### src/rtl/dc_pkg.sv
// dc_pkg: widths, request source and FSM state types shared by the memory write path.
package dc_pkg;
    localparam int ID_W   = 16;
    localparam int ADDR_W = 64;
    localparam int DATA_W = 512;
    typedef enum logic {SRC_FILL = 1'b0, SRC_HIT = 1'b1} src_e;
    typedef enum logic {IDLE = 1'b0, BUSY = 1'b1} state_e;
endpackage

### src/rtl/rr_arb2.sv
// rr_arb2: two-way round-robin grant with a registered priority pointer.
module rr_arb2
    import dc_pkg::*;
(
    input  logic clk,
    input  logic rst_n,
    input  logic i_en,
    input  logic i_req_f,
    input  logic i_req_h,
    output logic o_rdy_f,
    output logic o_rdy_h,
    output logic o_gnt,
    output src_e o_gnt_src
);
    src_e r_ptr;
    logic w_gnt_f;
    logic w_gnt_h;

    // A lone requester wins regardless of the pointer; the pointer only breaks ties.
    assign o_rdy_f   = i_en & ((r_ptr == SRC_FILL) | ~i_req_h);
    assign o_rdy_h   = i_en & ((r_ptr == SRC_HIT) | ~i_req_f);
    assign w_gnt_f   = i_req_f & o_rdy_f;
    assign w_gnt_h   = i_req_h & o_rdy_h;
    assign o_gnt     = w_gnt_f | w_gnt_h;
    assign o_gnt_src = w_gnt_h ? SRC_HIT : SRC_FILL;

    always_ff @(posedge clk or negedge rst_n) begin
        if (!rst_n)
            r_ptr <= SRC_FILL;
        else if (o_gnt)
            r_ptr <= w_gnt_h ? SRC_FILL : SRC_HIT;
    end
endmodule

### src/rtl/mem_wr_arbiter.sv
// mem_wr_arbiter: shares the memory AW/W channels between fill and write-hit sources,
// holding one registered address+data slot until both handshakes complete.
module mem_wr_arbiter #(
    parameter int ID_W   = dc_pkg::ID_W,
    parameter int ADDR_W = dc_pkg::ADDR_W,
    parameter int DATA_W = dc_pkg::DATA_W
) (
    input  logic              clk,
    input  logic              rst_n,
    input  logic [ID_W-1:0]   f_id_i,
    input  logic [ADDR_W-1:0] f_addr_i,
    input  logic [DATA_W-1:0] f_data_i,
    input  logic              f_valid_i,
    output logic              f_ready_o,
    input  logic [ID_W-1:0]   h_id_i,
    input  logic [ADDR_W-1:0] h_addr_i,
    input  logic [DATA_W-1:0] h_data_i,
    input  logic              h_valid_i,
    output logic              h_ready_o,
    output logic [ID_W-1:0]   m_awid_o,
    output logic [ADDR_W-1:0] m_awaddr_o,
    output logic              m_awvalid_o,
    input  logic              m_awready_i,
    output logic [ID_W-1:0]   m_wid_o,
    output logic [DATA_W-1:0] m_wdata_o,
    output logic              m_wvalid_o,
    input  logic              m_wready_i,
    output logic              gnt_src_o
);
    import dc_pkg::*;

    state_e            r_state;
    state_e            w_next;
    logic [ID_W-1:0]   r_id;
    logic [ADDR_W-1:0] r_addr;
    logic [DATA_W-1:0] r_data;
    src_e              r_src;
    logic              r_aw_done;
    logic              r_w_done;
    logic              w_gnt;
    src_e              w_gnt_src;
    logic              w_aw_hs;
    logic              w_w_hs;
    logic              w_aw_done;
    logic              w_w_done;

    rr_arb2 u_arb (
        .clk       (clk),
        .rst_n     (rst_n),
        .i_en      (r_state == IDLE),
        .i_req_f   (f_valid_i),
        .i_req_h   (h_valid_i),
        .o_rdy_f   (f_ready_o),
        .o_rdy_h   (h_ready_o),
        .o_gnt     (w_gnt),
        .o_gnt_src (w_gnt_src)
    );

    // Valids come from registered state only, never from the memory readies.
    assign m_awvalid_o = (r_state == BUSY) & ~r_aw_done;
    assign m_wvalid_o  = (r_state == BUSY) & ~r_w_done;
    assign m_awid_o    = r_id;
    assign m_wid_o     = r_id;
    assign m_awaddr_o  = r_addr;
    assign m_wdata_o   = r_data;
    assign gnt_src_o   = r_src;
    assign w_aw_hs     = m_awvalid_o & m_awready_i;
    assign w_w_hs      = m_wvalid_o & m_wready_i;
    assign w_aw_done   = r_aw_done | w_aw_hs;
    assign w_w_done    = r_w_done | w_w_hs;

    always_ff @(posedge clk or negedge rst_n) begin
        if (!rst_n)
            r_state <= IDLE;
        else
            r_state <= w_next;
    end

    always_comb begin
        w_next = r_state;
        if (r_state == IDLE)
            w_next = w_gnt ? BUSY : IDLE;
        else
            w_next = (w_aw_done & w_w_done) ? IDLE : BUSY;
    end

    always_ff @(posedge clk or negedge rst_n) begin
        if (!rst_n) begin
            r_id      <= '0;
            r_addr    <= '0;
            r_data    <= '0;
            r_src     <= SRC_FILL;
            r_aw_done <= 1'b0;
            r_w_done  <= 1'b0;
        end else if (w_gnt) begin
            r_id      <= (w_gnt_src == SRC_HIT) ? h_id_i : f_id_i;
            r_addr    <= (w_gnt_src == SRC_HIT) ? h_addr_i : f_addr_i;
            r_data    <= (w_gnt_src == SRC_HIT) ? h_data_i : f_data_i;
            r_src     <= w_gnt_src;
            r_aw_done <= 1'b0;
            r_w_done  <= 1'b0;
        end else if (r_state == BUSY) begin
            r_aw_done <= w_aw_done;
            r_w_done  <= w_w_done;
        end
    end
endmodule
### config.mk
export PLATFORM = sky130hd
export DESIGN_NAME = mem_wr_arbiter
export DESIGN_NICKNAME = d
export VERILOG_FILES = /design/src/rtl/dc_pkg.sv /design/src/rtl/rr_arb2.sv /design/src/rtl/mem_wr_arbiter.sv
export SDC_FILE = /design/constraint.sdc
export NUM_CORES = 1
export LEC_CHECK = 0
export CAP_MARGIN = 40
export CELL_PAD_IN_SITES_DETAIL_PLACEMENT = 0
export CELL_PAD_IN_SITES_GLOBAL_PLACEMENT = 1
export CORE_AREA = 2 2 706 708
export DETAILED_ROUTE_END_ITERATION = 16
export DIE_AREA = 0 0 708 710
export GPL_TIMING_DRIVEN = 0
export PLACE_DENSITY = 0.3
export REMOVE_ABC_BUFFERS = 1
export SLEW_MARGIN = 20
export SYNTH_ARGS = -nofsm -noshare
export SYNTH_HDL_FRONTEND = slang
export SYNTH_SLANG_ARGS = --single-unit
### constraint.sdc
create_clock -name clk -period 1.8 [get_ports clk]
set_input_delay 0.36 -clock clk [delete_from_list [all_inputs] [get_ports clk]]
set_output_delay 0.36 -clock clk [all_outputs]
set_load 0.01 [all_outputs]
==> results.txt <==
----------------------------------------------------
[Status]
  Status ... complete, but fails checks
  Violations in the final reports ... hold timing, setup timing

[GRT]
  Total congestion overflow ... 0
  Largest net degree at the start of global routing ... 96
  Global-route wire length before repair ... just over 500 mm
  Initial antenna violation count ... about 170
  Vias in the first global route ... just over 40000
  Total global routing track utilization ... between 10% and 20%

[Timing]
  Maximum achievable frequency ... approximately 400 MHz
  Final setup violation count ... between 1000 and 1500
  Final worst setup slack ... -0.705 ns
  Final Hold Fails ... 94
  Worst slew pin tran ... approximately 0.85 ns
  Fraction of the cycle the final worst path needs ... 139%
  Slew Viols, Final ... 0
  Summed negative setup slack over all endpoints ... -373.59 ns
  Post-layout min period ... between 2 and 3 ns
  Largest clock skew in the final design ... between 0.06 and 0.07 ns
  Setup repair after global routing missed its margin ... yes
  Max transition margin ... between 40% and 50%
  Post-Route Hold Slack ... -0.537 ns

[Placement]
  Routability congestion estimate from global placement ... slightly above 0.9
  Detailed Place HPWL ... 327 mm
  Port buffer count ... approximately 1800

[Drt]
  Number of vias after detailed routing ... 40100
  Routed via count divided by cell count ... between 3 and 4
  Violation count after the first detailed-routing iteration ... about 2300
  Antenna Violating Nets Remaining ... 0
  Number of remaining DRC errors ... 0
  DR WL/cell ... roughly 35 µm
  First-pass iteration count of the detailed router ... 5
  Routed wire length ... ~430 mm

[Worst setup path]
  Highest net fanout along the worst path ... 27
  Path depth of the worst reg2reg path ... 12
  Library cell contributing the largest single delay on the critical path ... sky130_fd_sc_hd__buf_16
  Critical Path RT ... ~2.5 ns
  Kind of critical path ... primary input to register
  Beginning of the critical path ... h_valid_i
  CP peak stage delay ... around 0.27 ns
  Critical-path cell list ... buf_8 > buf_16 > buf_16 > buf_16 > buf_16 > o21bai_4 > buf_12 > buf_16 > buf_16 > buf_16 > buf_12 > buf_16 > buf_16 > buf_16 > buf_8 > a31oi_2 > a21oi_1
  Most numerous cell on the critical path ... sky130_fd_sc_hd__buf_16
  Critical path capture point type ... register
  Worst reg2reg path startpoint ... r_state
  WP data arrival ... 3.20 ns
  Type of origin of the critical path ... primary input
  Reg-to-reg critical path endpoint ... m_wdata_o[401]
  Flop2flop setup slack ... -0.67 ns

[Layout]
  Utilization after layout ... between 10% and 20%
  Number of nets in the finished design ... 6926
  Ratio of cells with drive above 1 in the final layout ... between 20% and 30%
  Syn-to-layout area delta ... 149%

[Floorplanning]
  Area enclosed by the die boundary ... ~0.50 mm²
  Chip height ... roughly 710 µm
  Number of ports placed on the die boundary ... 1803
  Initial core utilization ... 5.91%
  Cell Rows ... about 260
  Die Span X ... about 710 µm
  Core area ... between 0.4 and 0.5 mm²

[Synthesis]
  Leading cell types by total area after synthesis ... sky130_fd_sc_hd__dfrtp_1, sky130_fd_sc_hd__a31oi_1, sky130_fd_sc_hd__a21oi_1
  Count of warnings emitted by yosys ... 0
  Total of flip-flops plus latches after synthesis ... 597
  Mapped cell area ... slightly below 0.03 mm²
  Top cell type's share of synthesized area ... around half
  Largest area contributor in the netlist ... sky130_fd_sc_hd__dfrtp_1
  Mean cell area of the mapped netlist ... roughly 8.6 µm²
  Sequential fraction of the synthesis area ... between 50% and 60%
  Distinct cells, synth ... 18
  Count of mapped cells out of synthesis ... 3399

[Clocking]
  Clock tree root buffer cell ... sky130_fd_sc_hd__clkbuf_16
  CTS H-Tree Depth ... 3
  Number of buffers inserted by hold repair at cts ... ~310
  Num CTS Buffers ... approximately 100
  Clock Tree Buf Depth ... 4
  CTS tree ... yes
  Clock latency on the worst-skew pair ... 0.87 ns
  Number of clock sinks ... a little under 600
  Clk slew on worst S/H paths ... 0.06 ns

[Power]
  Max VDD drop ... 0.741 mV
  Static power due to leakage ... between 20 and 30 nW
  Total power divided by cell area ... about 1800 mW/mm²

[Min path]
  Path class of the lowest-slack min-delay path ... primary input to asynchronous set/reset pin

[Flow run]
  Maximum Capacitance Violations ... 0

----------------------------------------------------
## power breakdown
| group | internal [W] | leakage (nW) | switching, W | total, W |
|---|---|---|---|---|
| clock | 0.0117 | 1.54 | 0.00859 | 0.0203 |
| combinational | 0.0344 | 18.1 | 0.0462 | 0.0807 |
| sequential | 0.0202 | 6.44 | 0.00752 | 0.0277 |
| total | 0.0663 | 26.1 | 0.0623 | 0.129 |
## cells in the final DEF, fill, tap and decap left out, types with 29 or more instances in the layout
cell,n
sky130_fd_sc_hd__o21ai_2,43
sky130_fd_sc_hd__clkdlybuf4s50_1,1335
sky130_fd_sc_hd__a21oi_2,103
sky130_fd_sc_hd__dfrtp_1,494
sky130_fd_sc_hd__diode_2,43
sky130_fd_sc_hd__dlygate4sd2_1,129
sky130_fd_sc_hd__buf_12,73
sky130_fd_sc_hd__buf_6,283
sky130_fd_sc_hd__dlygate4sd3_1,313
sky130_fd_sc_hd__buf_4,195
sky130_fd_sc_hd__a31oi_2,31
sky130_fd_sc_hd__buf_16,140
sky130_fd_sc_hd__a31oi_4,149
sky130_fd_sc_hd__nor2_1,594
sky130_fd_sc_hd__clkbuf_16,148
sky130_fd_sc_hd__a31oi_1,412
sky130_fd_sc_hd__bufbuf_16,43
sky130_fd_sc_hd__buf_8,63
sky130_fd_sc_hd__o21ai_1,87
sky130_fd_sc_hd__a21oi_1,492
sky130_fd_sc_hd__o21ai_0,449
sky130_fd_sc_hd__clkbuf_1,29
sky130_fd_sc_hd__dfrtp_2,101
## repair_timing
action                                  in CTS  in global routing
endpoints found under the setup margin    1210               1378
gates cloned                                80                 55
hold endpoints to repair                   410                 87
pin swaps                                   68                 95
setup buffers                              110                144
gates resized for setup                    594               2358
## flip-flops by register name (all words and copies together), names as in the netlist
register     cells
gnt_src_o        1
r_w_done         1
r_state          1
m_wdata_o      512
m_awid_o        16
m_awaddr_o      64
r_aw_done        1
u_arb.r_ptr      1
## cell usage after synthesis
cell type / number
sky130_fd_sc_hd__inv_1: 3
sky130_fd_sc_hd__a31oi_1: 592
sky130_fd_sc_hd__o21bai_1: 1
sky130_fd_sc_hd__a221o_1: 1
sky130_fd_sc_hd__clkbuf_1: 113
sky130_fd_sc_hd__dfrtp_1: 597
sky130_fd_sc_hd__nor2b_1: 3
sky130_fd_sc_hd__a21oi_1: 595
sky130_fd_sc_hd__clkbuf_2: 55
sky130_fd_sc_hd__buf_4: 28
sky130_fd_sc_hd__nand2b_1: 2
sky130_fd_sc_hd__buf_2: 157
sky130_fd_sc_hd__o21ba_4: 1
sky130_fd_sc_hd__nor2_1: 595
sky130_fd_sc_hd__nand2_1: 1
sky130_fd_sc_hd__buf_6: 60
sky130_fd_sc_hd__o21ai_1: 8
sky130_fd_sc_hd__o21ai_0: 587
## critical path: cells and delay by family
kind / cells / cell delay [ns]
AO/OA/AOI/OAI: 3 / 0.39
buffers and inverters: 14 / 2.19
## worst max-delay path by stage
stage / cells after the start / endpoint
floorplan: 3 / m_awaddr_o[0]
global placement: 4 / m_wdata_o[436]
detailed placement: 14 / m_wdata_o[24]
global route: 12 / m_wdata_o[401]
finish: 17 / m_wdata_o[401]
CTS: 4 / m_wvalid_o
## layout make-up
class,count,area [µm²]
Clock inverter,13,153
Sequential cell,597,15100
Tap cell,6525,8160
Multi-Input combinational cell,2388,15200
Timing Repair Buffer,2644,31200
Inverter,3,11.3
Clock buffer,154,2990
Antenna cell,43,108
Fill cell,56000,423000
## kinds of logic after synthesis
| group | Yosys count | synth area share [%] |
|---|---|---|
| and+or+nand+nor | 601 | 7.75 |
| AOI/OAI and AO/OA | 1785 | 33.1 |
| buffers and inverters | 416 | 8.14 |
| DFF | 597 | 51.0 |
## routing by layer
| layer | up-vias | part of all wire (%) | track usage (%) |
|---|---|---|---|
| li1 | 17200 | - | - |
| met1 | 20500 | 38 | 17.4 |
| met2 | 1716 | 46 | 26.3 |
| met3 | 536 | 13 | 9.09 |
| met4 | 78 | 3.6 | 4.14 |
| met5 | - | 0.11 | 0 |
## through the flow
stage / std cells / hold WS [ns] / power [W] / worst slack [ns] / area (µm²)
2_1_floorplan: 2986 / 0.0644 / 0.0307 / -18.28 / 26900
3_3_place_gp: 11300 / 0.477 / 0.0846 / -240.56 / 53100
3_5_place_dp: 11500 / 0.420 / 0.0904 / -3.13 / 56300
4_1_cts: 12100 / -0.574 / 0.121 / -0.748 / 66800
5_1_grt: 12300 / -0.542 / 0.136 / -0.733 / 72800
6_report: 12400 / -0.537 / 0.129 / -0.705 / 72900
Note: power is estimated with default switching activity, not from simulation.
